==> src/rtl/if_id_queue_if.sv <==
// IF/ID queue bundle: fetch-side push signals and decode-side outputs.
// Shared by the queue (slave) and whatever drives fetch/decode (master).
interface if_id_queue_if #(
  parameter int INST_W = 32,
  parameter int PC_W   = 32,
  parameter int DEPTH  = 4
);
  localparam int CW = $clog2(DEPTH + 1);

  logic              IF_stall;
  logic              IF_flush;
  logic              ID_stall;
  logic [INST_W-1:0] IF_inst;
  logic [PC_W-1:0]   IF_PCnext;
  logic              IF_full;
  logic [INST_W-1:0] ID_inst;
  logic [PC_W-1:0]   ID_PCnext;
  logic              ID_valid;
  logic [CW-1:0]     count;

  modport master (
    output IF_stall, IF_flush, ID_stall,
    output IF_inst, IF_PCnext,
    input  IF_full, ID_inst, ID_PCnext,
    input  ID_valid, count
  );

  modport slave (
    input  IF_stall, IF_flush, ID_stall,
    input  IF_inst, IF_PCnext,
    output IF_full, ID_inst, ID_PCnext,
    output ID_valid, count
  );
endinterface

==> src/rtl/if_id_queue.sv <==
// Fetch queue between IF and ID: DEPTH-entry FIFO feeding a registered
// ID output stage, with bypass when empty, flush and bubble insertion.
module if_id_queue #(
  parameter int INST_W = 32,
  parameter int PC_W   = 32,
  parameter int DEPTH  = 4
) (
  input logic          clk,
  input logic          rst,
  if_id_queue_if.slave bus
);
  localparam int CW = $clog2(DEPTH + 1);
  localparam int PW = $clog2(DEPTH);
  localparam int EW = INST_W + PC_W;

  logic [EW-1:0]     mem_q [DEPTH];
  logic [PW-1:0]     rd_ptr_q, rd_ptr_d;
  logic [PW-1:0]     wr_ptr_q, wr_ptr_d;
  logic [CW-1:0]     count_q, count_d;
  logic [INST_W-1:0] inst_q, inst_d;
  logic [PC_W-1:0]   pc_q, pc_d;
  logic              valid_q, valid_d;

  logic          full;
  logic          empty;
  logic          push;
  logic          wr_en;
  logic [EW-1:0] head;

  assign full  = (count_q == CW'(DEPTH));
  assign empty = (count_q == '0);
  assign push  = !bus.IF_stall && !bus.IF_flush && !full;
  assign head  = mem_q[rd_ptr_q];

  assign bus.IF_full   = full;
  assign bus.ID_inst   = inst_q;
  assign bus.ID_PCnext = pc_q;
  assign bus.ID_valid  = valid_q;
  assign bus.count     = count_q;

  // Next state: flush, pop/bypass/bubble when ID advances, else enqueue
  always_comb begin
    rd_ptr_d = rd_ptr_q;
    wr_ptr_d = wr_ptr_q;
    count_d  = count_q;
    inst_d   = inst_q;
    pc_d     = pc_q;
    valid_d  = valid_q;
    wr_en    = 1'b0;
    if (bus.IF_flush) begin
      count_d  = '0;
      rd_ptr_d = wr_ptr_q;
      if (!bus.ID_stall) begin
        inst_d  = '0;
        valid_d = 1'b0;
      end
    end else if (!bus.ID_stall) begin
      if (!empty) begin
        inst_d   = head[EW-1:PC_W];
        pc_d     = head[PC_W-1:0];
        valid_d  = 1'b1;
        rd_ptr_d = rd_ptr_q + PW'(1);
        if (push) begin
          wr_en    = 1'b1;
          wr_ptr_d = wr_ptr_q + PW'(1);
        end else begin
          count_d = count_q - CW'(1);
        end
      end else if (push) begin
        inst_d  = bus.IF_inst;
        pc_d    = bus.IF_PCnext;
        valid_d = 1'b1;
      end else begin
        inst_d  = '0;
        valid_d = 1'b0;
      end
    end else if (push) begin
      wr_en    = 1'b1;
      wr_ptr_d = wr_ptr_q + PW'(1);
      count_d  = count_q + CW'(1);
    end
  end

  // Control and ID output registers, synchronous reset
  always_ff @(posedge clk) begin
    if (rst) begin
      rd_ptr_q <= '0;
      wr_ptr_q <= '0;
      count_q  <= '0;
      inst_q   <= '0;
      pc_q     <= '0;
      valid_q  <= 1'b0;
    end else begin
      rd_ptr_q <= rd_ptr_d;
      wr_ptr_q <= wr_ptr_d;
      count_q  <= count_d;
      inst_q   <= inst_d;
      pc_q     <= pc_d;
      valid_q  <= valid_d;
    end
  end

  // FIFO storage; contents need no reset since count gates every read
  always_ff @(posedge clk) begin
    if (wr_en && !rst) begin
      mem_q[wr_ptr_q] <= {bus.IF_inst, bus.IF_PCnext};
    end
  end
endmodule
==> src/flat_wrapper.sv <==
// flat-port wrapper written by rule: the top's interface ports become plain ports
module if_id_queue_flat 
#(
  parameter int INST_W = 32,
  parameter int PC_W   = 32,
  parameter int DEPTH  = 4
)
  (clk, rst, bus_IF_stall, bus_IF_flush, bus_ID_stall, bus_IF_inst, bus_IF_PCnext, bus_IF_full, bus_ID_inst, bus_ID_PCnext, bus_ID_valid, bus_count);
  if_id_queue_if #(.INST_W(INST_W), .PC_W(PC_W), .DEPTH(DEPTH)) bus_i ();
  input logic clk;
  input logic rst;
  input wire logic [$bits(bus_i.IF_stall)-1:0] bus_IF_stall;
  input wire logic [$bits(bus_i.IF_flush)-1:0] bus_IF_flush;
  input wire logic [$bits(bus_i.ID_stall)-1:0] bus_ID_stall;
  input wire logic [$bits(bus_i.IF_inst)-1:0] bus_IF_inst;
  input wire logic [$bits(bus_i.IF_PCnext)-1:0] bus_IF_PCnext;
  output wire logic [$bits(bus_i.IF_full)-1:0] bus_IF_full;
  output wire logic [$bits(bus_i.ID_inst)-1:0] bus_ID_inst;
  output wire logic [$bits(bus_i.ID_PCnext)-1:0] bus_ID_PCnext;
  output wire logic [$bits(bus_i.ID_valid)-1:0] bus_ID_valid;
  output wire logic [$bits(bus_i.count)-1:0] bus_count;
  assign bus_i.IF_stall = bus_IF_stall;
  assign bus_i.IF_flush = bus_IF_flush;
  assign bus_i.ID_stall = bus_ID_stall;
  assign bus_i.IF_inst = bus_IF_inst;
  assign bus_i.IF_PCnext = bus_IF_PCnext;
  assign bus_IF_full = bus_i.IF_full;
  assign bus_ID_inst = bus_i.ID_inst;
  assign bus_ID_PCnext = bus_i.ID_PCnext;
  assign bus_ID_valid = bus_i.ID_valid;
  assign bus_count = bus_i.count;
  if_id_queue #(.INST_W(INST_W), .PC_W(PC_W), .DEPTH(DEPTH)) u_core (.clk(clk), .rst(rst), .bus(bus_i));
endmodule
==> config.mk <==
export PLATFORM = sky130hd
export DESIGN_NAME = if_id_queue_flat
export DESIGN_NICKNAME = d
export VERILOG_FILES = /design/src/rtl/if_id_queue_if.sv /design/src/rtl/if_id_queue.sv /design/src/flat_wrapper.sv
export SDC_FILE = /design/constraint.sdc
export NUM_CORES = 1
export LEC_CHECK = 0
export CAP_MARGIN = 20
export CELL_PAD_IN_SITES_DETAIL_PLACEMENT = 0
export CELL_PAD_IN_SITES_GLOBAL_PLACEMENT = 1
export CORE_ASPECT_RATIO = 0.9
export CORE_MARGIN = 1.5
export CORE_UTILIZATION = 52
export DETAILED_ROUTE_END_ITERATION = 8
export PLACE_DENSITY = 0.94
export SLEW_MARGIN = 20
export SYNTH_ARGS = -nofsm -noshare
export SYNTH_HDL_FRONTEND = slang
export SYNTH_SLANG_ARGS = --single-unit
==> constraint.sdc <==
create_clock -name clk -period 8.95 [get_ports clk]
set_input_delay 0.895 -clock clk [delete_from_list [all_inputs] [get_ports clk]]
set_output_delay 0.895 -clock clk [all_outputs]
set_load 0.03 [all_outputs]
# Word level (Yosys, flattened, before mapping)
# Memory sizes are Yosys's and may differ from the RTL's. A register that Yosys moved wholly into a read port is not among the register bits.
# Index checks and enable logic that the tools add are counted.
# classes
n_addsub	4
n_eq_ne	7
mux	29
bitwise	2
n_reduce_logical	13
# ops
cell	count
32-bit two-way mux	7
2-bit two-way mux	8
3-bit two-way mux	4
1-bit two-way mux	10
2-bit != test, second input constant	5
3-bit AND reduction	2
2-bit by 1-bit adder with 2-bit output, second input constant	2
1-bit zero test	4
2-bit AND reduction	2
3-bit by 1-bit adder with 3-bit output, second input constant	1
3-bit equality test, second input constant	1
1-bit logical AND	3
3-bit zero test	1
3-bit by 1-bit subtractor with 3-bit output, second input constant	1
2-bit by 1-bit != test with 1-bit output, second input constant	1
1-bit inverter	2
2-bit OR reduction	1
# totals
regBits	72
mem_bits_rw	256
word_cells	62
memories	1
# mem_list
name	words	width	read_ports	rd_clocked_by_memory_dff	wr	line_no	text
u_core.mem_q	4	64	1	1	1	if_id_queue.sv:16	logic [EW-1:0] mem_q [DEPTH];

# Longest topological paths before layout
# Gate-level depths: netlist (run 1).
# logic_depth
ltp_word	10
mapped_depth	6

# Worst setup path before layout (run 1)
# OpenSTA, ideal clock, no wires.
# synth_timing
kind	input to register
from	input port bus_IF_flush
to	memory u_core.mem_q[0][0] in the netlist's numbering, enable pin
setup_time_ns	0.429
arrival_ns	3.362
path_slack_ns	5.159
path_stages	5
cell_sequence	buf_6 > nor2_1 > a21boi_0 > nor2b_1 > and2_1
# synth_between
elab_chain_cells	10
# synth_rtl
item	line_no	text
from (decl)	flat_wrapper.sv:13	input wire logic [$bits(bus_i.IF_flush)-1:0] bus_IF_flush;
1-bit zero test	if_id_queue.sv:32	assign push = !bus.IF_stall && !bus.IF_flush && !full;
1-bit logical AND (2 in series)	if_id_queue.sv:32	
1-bit two-way mux	if_id_queue.sv:63, if_id_queue.sv:77	
1-bit two-way mux	if_id_queue.sv:58	if (!empty) begin
1-bit two-way mux	if_id_queue.sv:57	end else if (!bus.ID_stall) begin
1-bit two-way mux *	if_id_queue.sv:50	if (bus.IF_flush) begin
1-bit logical AND *	if_id_queue.sv:105	if (wr_en && !rst) begin
1-bit two-way mux *	if_id_queue.sv:105	
1-bit two-way mux (implied by the code) *	if_id_queue.sv:106	mem_q[wr_ptr_q] <= {bus.IF_inst, bus.IF_PCnext};
to (decl)	if_id_queue.sv:16	
# Mark *: on every way between the ends. The rest lies on a longest branch, timed or not.

# Worst setup path after layout (run 1)
# layout_timing
from	input port bus_IF_flush
to	memory u_core.mem_q[0][61] in the netlist's numbering, enable pin
# The elaborated chain is that of the path after synthesis.

==> flow_metrics.tcl, run 1 <==
set metrics [dict create \
    status "completed" \
    cts_tree "built" \
    whs_ns 0.453 \
    tns_ns 0 \
    remaining_drc_errors 0 \
    end_kind "register" \
    fin_nets 893 \
    grt_pass1_wl_um 37600 \
    fin_skew_ns 0.0106 \
    clock_latency_ns 0.55 \
    io_buffers 137 \
    synth_edf_count 256 \
    synth_cells 683 \
    drive_above_1_share 0.162 \
    avgSynthCellArea_sq_um 18.6 \
    hpwl_um 13900 \
    max_freq_mhz 299 \
    die_h_um 151 \
    fin_crit_sh 0.373 \
    synthSimpleGateAreaFrac 0.0246 \
    die_w_um 168 \
    synth_compound_gate_area_share 0.0688 \
    leakagePower_nw 5.18 \
    cts.sinks 330 \
    synth-seq-cells 330 \
    cts_setup_buffers 0 \
    cts_resized 0 \
    yosysWarnings 0 \
    avgRoutedWirePerCell_um 20.9 \
    boundaryPins 138 \
    track_usage 0.192 \
    max_slew_margin 0.336 \
    grt_max_degree 65 \
    hold_path_depth 2 \
    wl_um 24100 \
    vias_per_cell 5.72 \
    finalSetupViolCount 0 \
    rr_worst_depth 4 \
    cts_hold_buf 0 \
    yosysUniqueCellTypes 45 \
    peakVddDrop_uv 157 \
    clockBufferDepth 3 \
    grt_antenna_before_repair 3 \
    first_pass_iters 7 \
    coreArea_sq_um 24100 \
    crit_fanout 64 \
    synth-async-reset-ratio 0 \
    via_count 6596 \
    gp_congestion 0.769 \
    gr-total-overflow 0 \
    critical_path.startpoint_type "primary input" \
    period_minus_slack_ns 3.34 \
    rows 54 \
    hold_viol 0 \
    muxShareOfSynthArea 0.147 \
    synth_top_family_by_area "multiplexers" \
    initial_core_util 0.527 \
    yosysSeqAreaShare 0.722 \
    area_delta_synth_final_pct 20.0 \
    ys.flop_type "edfxtp_1" \
    root_buffer "clkbuf_16" \
    first_global_vias 6619 \
    rsz0062_at_grt "no" \
    synthAdderAreaFrac 0.00552 \
    numCtsBuffers 31 \
    max_cap_viol_count 0 \
    synth_fp_nets 757 \
    cts.clk_slew.worst_paths_ns 0.06 \
    synthXorXnorAreaFrac 0.00138 \
    report.final.slew_viol_count 0 \
    htreeDepth 1 \
    tightest_slew_ns 0.996 \
    die-area_sq_um 25400 \
    powerDensity_nw_per_um2 210 \
    critical_path_class "primary input to register" \
    cp.required_ns 9.12 \
    antenna_left 0 \
    crit_arrival_ns 3.51 \
    holdCritPathClass "register to register" \
    synthesis.area_sq_um 12700 \
    drt_iter0_drc 411 \
]
[final timing paths]
check                       from                   to  slack [ns]
max                 bus_IF_flush  u_core.mem_q[0][61]        5.61
min reg2reg  u_core.bus.ID_valid  u_core.bus.ID_valid        0.45
max reg2reg  u_core.bus.count[0]  u_core.mem_q[0][61]        6.26
min          u_core.bus.ID_valid  u_core.bus.ID_valid        0.45
[placed cells by master (no fill, tap or decap), drive strengths merged, types with 6 or more instances in the layout]
cell           netlist  final
dfxtp               74     74
nor2                39     39
buf                 25      6
a22oi               32     32
nor3                 6      6
mux2i               33     33
o21ai               35     35
mux4                64     64
clkdlybuf4s50        0    136
clkbuf              14     44
a211oi              33     33
inv                 36     37
edfxtp             256    256
clkinv               0     10
[layer usage]
layer	wire length, um	track usage	part of all wire	up-vias
met2	11800	0.313	0.49	186
li1	-	-	-	3021
met5	0	0	0	-
met3	1220	0.0389	0.050	45
met4	628	0.0595	0.026	0
met1	10500	0.265	0.43	3344
[state kept, by name, summed over array words and instances (netlist names), named ones only]
name	cells
u_core.bus.count	3
u_core.bus.ID_inst	32
u_core.wr_ptr_q	2
u_core.rd_ptr_q	2
u_core.mem_q	256
u_core.bus.ID_PCnext	32
u_core.bus.ID_valid	1
[through the flow]
stage,instances,cell area [sq um],total power (W),util,worst slack (ns)
after floorplan,683,12700,0.00187,-,5.16
after global placement,1094,14300,0.00196,0.591,5.13
after detailed placement,1094,14300,0.00197,0.591,5.06
after CTS,1152,15200,0.00322,0.632,5.65
after global routing,1154,15200,0.00330,0.632,5.40
final,1154,15200,0.00320,0.632,5.61
[cell type report]
type	instances	area, sq um
Sequential cell	330	9180
Fill cell	1633	8870
Multi-Input combinational cell	278	3150
Timing Repair Buffer	142	1400
Clock buffer	44	855
Tap cell	308	385
Inverter	36	135
Clock inverter	14	133
Antenna cell	2	5.00
[power by group]
part / total, W / internal [W] / switching (W)
Sequential: 0.00170 / 0.00167 / 0.0000202
Combinational: 0.000240 / 0.000113 / 0.000128
Clock: 0.00126 / 0.000723 / 0.000541
Total: 0.00320 / 0.00251 / 0.000689
[synth_stat cells, types with 3 or more instances]
master	n	share of area
mux4_1	24	0.050
inv_1	36	0.011
mux2i_1	33	0.026
edfxtp_1	256	0.61
a211oi_1	33	0.020
o21ai_0	5	0.0020
buf_2	11	0.0043
mux4_2	40	0.071
clkbuf_8	3	0.0033
buf_1	4	0.0012
nor2_1	38	0.011
nor3_1	5	0.0020
dfxtp_1	74	0.12
buf_6	7	0.0062
clkbuf_1	10	0.0030
ha_1	4	0.0039
o21ai_2	30	0.021
and2_1	4	0.0020
a22oi_1	32	0.019
a21oi_1	4	0.0016
[cell families after synthesis]
group           after synthesis
fa+ha+maj                     5
compound gates              111
mux                          97
simple gates                 63
buf+inv                      75
xor+xnor                      2
flops                       330
[worst max-delay path, stage by stage]
cell             delay (ns)
clkdlybuf4s50_1        0.59
nor2_1                 0.33
a21boi_0               0.46
nor2b_1                0.34
and2_4                 0.85
Power figures use the tool's default switching activity.
==> run 2, diff against run 1 <==
- CORE_UTILIZATION: 52 -> 48
- PLACE_DENSITY: 0.94 -> 0.88
- clock period: 8.95 -> 3.2 ns (I/O delays scaled with it)
==> run 2 against run 1 <==
Sequential power grew to 2.8 times the previous value. Core utilization shrank 3.7 points. Global-route usage shrank 1.4 points. Cell area grew 1.8%. Setup slack lost 4.8 ns. Power grew to 2.8 times the previous value. Wire length grew 0.43%. Via count grew 0.42%. Largest cell class unchanged. Largest power group unchanged. Highest routed layer is now met5.
==> flow_metrics.tcl, run 2 (synthesis results as in run 1) <==
set metrics [dict create \
    cp.required_ns 2.88 \
    powerDensity_nw_per_um2 581 \
    drive_above_1_share 0.173 \
    p_seq_frac 0.527 \
    first_global_vias 6801 \
    min-delay-start "rst" \
    ff_latch_area_sq_um 9180 \
    cts_setup_buffers 0 \
    antenna_left 0 \
    wl_um 24300 \
    grt_max_degree 65 \
    grt_pass1_wl_um 38200 \
    mostFrequentLayoutCells "edfxtp_1 (256), clkdlybuf4s50_1 (136), dfxtp_1 (72)" \
    initial_core_util 0.487 \
    max_flop_register "u_core.mem_q" \
    setup_ws_ns 0.760 \
    coreArea_sq_um 26100 \
    fin_crit_sh 0.762 \
    fin_nets 907 \
    via_count 6624 \
    cts_resized 0 \
    multi_input_area_sq_um 3150 \
    hpwl_um 15200 \
    die-area_sq_um 27400 \
    rr_worst_depth 6 \
    clockBufferDepth 3 \
    die_h_um 157 \
    drt_iter0_drc 444 \
    intPower_w 0.00711 \
    cts_tree "built" \
    report.final.slew_viol_count 0 \
    pwr-share-clk 0.398 \
    gp_congestion 0.747 \
    period_minus_slack_ns 2.44 \
    root_buffer "clkbuf_16" \
    r2r_slack_ns 0.98 \
    die_w_um 174 \
    area_delta_synth_final_pct 22.2 \
    cts.sinks 330 \
    track_usage 0.179 \
    vias_per_cell 5.49 \
    htreeDepth 1 \
    crit_fanout 8 \
    status "completed" \
    peakVddDrop_uv 366 \
    grt_antenna_before_repair 3 \
    boundaryPins 138 \
    avgRoutedWirePerCell_um 20.1 \
    first_pass_iters 4 \
    power_switching_w 0.00190 \
    reg2reg_from "u_core.bus.count[0]" \
    max_cap_viol_count 0 \
    critical_path.startpoint_type "register" \
    numCtsBuffers 31 \
    holdCritPathClass "primary input to register" \
    gr-total-overflow 0 \
    tns_ns 0 \
    max_freq_mhz 410 \
    critical_path.startpoint "u_core.bus.count[2]" \
    fin_skew_ns 0.0188 \
    max_slew_margin 0.393 \
    layout_commonest_cell "edfxtp_1" \
    cts_hold_buf 0 \
    fillers 1915 \
    hold_path_depth 2 \
    hold_viol 0 \
    rsz0062_at_grt "no" \
    cts.clk_slew.worst_paths_ns 0.06 \
    switching_share 0.211 \
    holdPathEnd "u_core.wr_ptr_q[0]" \
    largest_reg_flops 256 \
    io_buffers 137 \
    end_kind "primary output" \
    leakagePower_nw 5.28 \
    p_comb_frac 0.075 \
    finalSetupViolCount 0 \
    remaining_drc_errors 0 \
    crit_arrival_ns 2.12 \
    critical_path_class "register to primary output" \
    post-place-ws_ns 0.518 \
    rows 56 \
    clock_latency_ns 0.55 \
    rr_endpoint "u_core.mem_q[0][3]" \
    tightest_slew_ns 0.911 \
]
## run 2: cell count changes in the layout (fill, tap and decap cells not counted)
cell	change
clkinv_2	-3
clkbuf_8	+1
buf_4	+6
buf_12	+8
bufinv_16	+1
inv_6	-1
clkinv_4	-1
clkbuf_1	-5
clkinv_1	+6
## run 2: layout make-up
type                    count  area share
flip-flops and latches    330       0.591
well taps                 348      0.0281
repair buffers            156       0.104
multi-input cells         278       0.203
clock buffers              40      0.0548
inverters                  36     0.00871
diodes                      2    0.000323
clock inverters            16     0.00984
## run 2: worst max-delay path by stage
stage | end | slack (ns) | cells after the start
2_1_floorplan | u_core.mem_q[0][0] | 0.59 | 4
3_3_place_gp | u_core.mem_q[0][57] | 0.58 | 7
3_5_place_dp | u_core.mem_q[3][34] | 0.52 | 7
4_1_cts | bus_IF_full | 0.73 | 2
5_1_grt | bus_IF_full | 0.63 | 2
6_report | bus_IF_full | 0.76 | 2
## run 2: power by group through the flow
| stage | Clock [W] | Sequential (W) | Combinational [W] |
|---|---|---|---|
| floorplan | 0 | 0.00489 | 0.000334 |
| global placement | 0 | 0.00484 | 0.000671 |
| detailed placement | 0 | 0.00484 | 0.000683 |
| CTS | 0.00364 | 0.00475 | 0.000688 |
| global route | 0.00381 | 0.00476 | 0.000729 |
| finish | 0.00358 | 0.00475 | 0.000680 |
## run 2: critical path, cell delays in order, from the launching register on
cell and delay (ns):
dfxtp_1 0.52, nor3b_1 0.33, clkdlybuf4s50_1 0.73
## run 2: stage by stage
step                utilization  total power [W]  instances  hold slack [ns]  cell area [sq um]
floorplan                     -          0.00522        683            0.419              12700
finish                    0.595          0.00901       1206            0.405              15500
detailed placement        0.557          0.00553       1148            0.458              14500
CTS                       0.595          0.00908       1204            0.392              15500
global placement          0.557          0.00551       1148            0.447              14500
global route              0.595          0.00930       1204            0.416              15500
## run 2: layer usage
layer | vias to the layer above | part of all wire | GRT usage
li1 | 3049 | - | -
met5 | - | 0.00054 | 0
met4 | 2 | 0.013 | 0.0349
met2 | 167 | 0.49 | 0.303
met3 | 26 | 0.055 | 0.0377
met1 | 3380 | 0.44 | 0.242
==> run 3, diff against run 2 <==
- clock period: 3.2 -> 2.27 ns (I/O delays scaled with it)
==> run 3 against run 2 <==
First-iteration DRC count rose by 4.3%. Die area did not move. Register-to-register slack got worse by 0.72 ns. Cell area rose by 1.6%. Largest cell class unchanged. Setup slack got worse by 0.51 ns. Sequential share of layout area fell by 0.92 points. Sequential cell count did not move. Power rose by 43%. Clock skew fell by 0.010 ns. Clock-buffer cell count rose by 3. Global-route usage rose by 0.39 points. Cell count rose by 1.2%.
==> flow_metrics.tcl, run 3 (synthesis results as in run 1) <==
set metrics [dict create \
    status "completed" \
    fin_skew_ns 0.00875 \
    vias_per_cell 5.50 \
    rr_worst_depth 6 \
    p_comb_frac 0.078 \
    max_flop_register "u_core.mem_q" \
    die_w_um 174 \
    layout_commonest_cell "edfxtp_1" \
    cts_hold_buf 0 \
    cts_resized 1 \
    remaining_drc_errors 0 \
    tightest_slew_ns 0.601 \
    switching_share 0.210 \
    holdPathEnd "u_core.wr_ptr_q[1]" \
    first_pass_iters 5 \
    end_kind "primary output" \
    antenna_left 0 \
    initial_core_util 0.487 \
    crit_fanout 8 \
    cts.sinks 330 \
    avgRoutedWirePerCell_um 20.2 \
    max_cap_viol_count 0 \
    critical_path_class "register to primary output" \
    grt_antenna_before_repair 2 \
    numCtsBuffers 31 \
    r2r_slack_ns 0.26 \
    rr_endpoint "u_core.mem_q[2][38]" \
    cp.required_ns 2.04 \
    fin_crit_sh 0.891 \
    critical_path.startpoint_type "register" \
    power_w 0.0128 \
    htreeDepth 1 \
    gp_congestion 0.762 \
    power_switching_w 0.00269 \
    leakagePower_nw 5.42 \
    crit_buf_inv 1 \
    slowest_stage "dfxtp_1" \
    hold_path_depth 2 \
    path_cells "nor3b_1 > dlygate4sd2_1" \
    max_slew_margin 0.599 \
    die_h_um 157 \
    report.final.slew_viol_count 0 \
    rsz0062_at_grt "no" \
    tns_ns 0 \
    wl_um 24700 \
    intPower_w 0.0102 \
    gr-total-overflow 0 \
    die-area_sq_um 27400 \
    slowest_delay_ns 0.51 \
    max_freq_mhz 494 \
    fin_nets 920 \
    drt_iter0_drc 463 \
    via_count 6716 \
    worst_path_dominant_cell_family "flip-flops" \
    drive_above_1_share 0.196 \
    first_global_vias 6775 \
    reg2reg_from "u_core.bus.count[2]" \
    whs_ns 0.0913 \
    mostFrequentLayoutCells "edfxtp_1 (256), clkdlybuf4s50_1 (135), dfxtp_1 (70)" \
    cts.clk_slew.worst_paths_ns 0.06 \
    min-delay-start "rst" \
    area_delta_synth_final_pct 24.1 \
    crit_arrival_ns 1.80 \
    cts_tree "built" \
    grt_pass1_wl_um 38700 \
    boundaryPins 138 \
    clock_latency_ns 0.55 \
    clockBufferDepth 3 \
    pwr-share-clk 0.402 \
    io_buffers 137 \
    powerDensity_nw_per_um2 815 \
    p_seq_frac 0.519 \
    peakVddDrop_uv 545 \
    finalSetupViolCount 0 \
    holdCritPathClass "primary input to register" \
    rows 56 \
    hpwl_um 15900 \
    coreArea_sq_um 26100 \
    grt_max_degree 65 \
    track_usage 0.183 \
    hold_viol 0 \
    largest_reg_flops 256 \
    period_minus_slack_ns 2.02 \
    cts_setup_buffers 0 \
    root_buffer "clkbuf_16" \
]
==> run 3: cell count changes in the layout (fill, tap and decap cells not counted), moves of 3 or more <==
cell,delta
clkbuf_8,+3
buf_4,+4
clkinv_1,-6
clkinv_2,+6
buf_12,+9
==> run 3: worst max-delay path by stage <==
stage	from	endpoint	slack, ns	cells after the start
after floorplan	u_core.bus.count[2]	u_core.mem_q[0][0]	0.04	4
after global placement	bus_IF_flush	u_core.mem_q[1][60]	0.05	7
after detailed placement	bus_IF_flush	u_core.mem_q[1][37]	0.04	7
after CTS	u_core.bus.count[2]	bus_IF_full	0.22	2
after global routing	u_core.bus.count[2]	u_core.mem_q[1][39]	0.08	6
final	u_core.bus.count[2]	bus_IF_full	0.25	2
==> run 3: stage by stage <==
step           worst slack (ns)  area (sq um)  instances   util
5_1_grt                  0.0787         15800       1220  0.605
3_5_place_dp             0.0400         14700       1161  0.565
6_report                  0.248         15800       1220  0.605
3_3_place_gp             0.0485         14700       1161  0.565
2_1_floorplan            0.0378         12700        683      -
4_1_cts                   0.220         15800       1219  0.605
==> run 3: power by group through the flow <==
stage | sequential, W | clock (W) | combinational, W
after floorplan | 0.00689 | 0 | 0.000473
after global placement | 0.00680 | 0 | 0.00100
after detailed placement | 0.00680 | 0 | 0.00102
after CTS | 0.00667 | 0.00526 | 0.00102
after global routing | 0.00668 | 0.00548 | 0.00108
final | 0.00667 | 0.00517 | 0.00101
==> run 3: metal layers <==
layer  vias up  GRT usage  wire (um)
met5         -          0         11
li1       3074          -          -
met3        41     0.0287       1300
met2       198      0.309      12100
met4         2     0.0452        446
met1      3401      0.250      10800
==> run 3: layout make-up <==
| type | count | area [sq um] |
|---|---|---|
| Inverter | 36 | 135 |
| Multi-Input combinational cell | 278 | 3150 |
| Clock inverter | 15 | 153 |
| Tap cell | 348 | 435 |
| Clock buffer | 43 | 891 |
| Timing Repair Buffer | 169 | 1820 |
| Sequential cell | 330 | 9180 |
| Fill cell | 1867 | 10300 |
| Antenna cell | 1 | 2.50 |
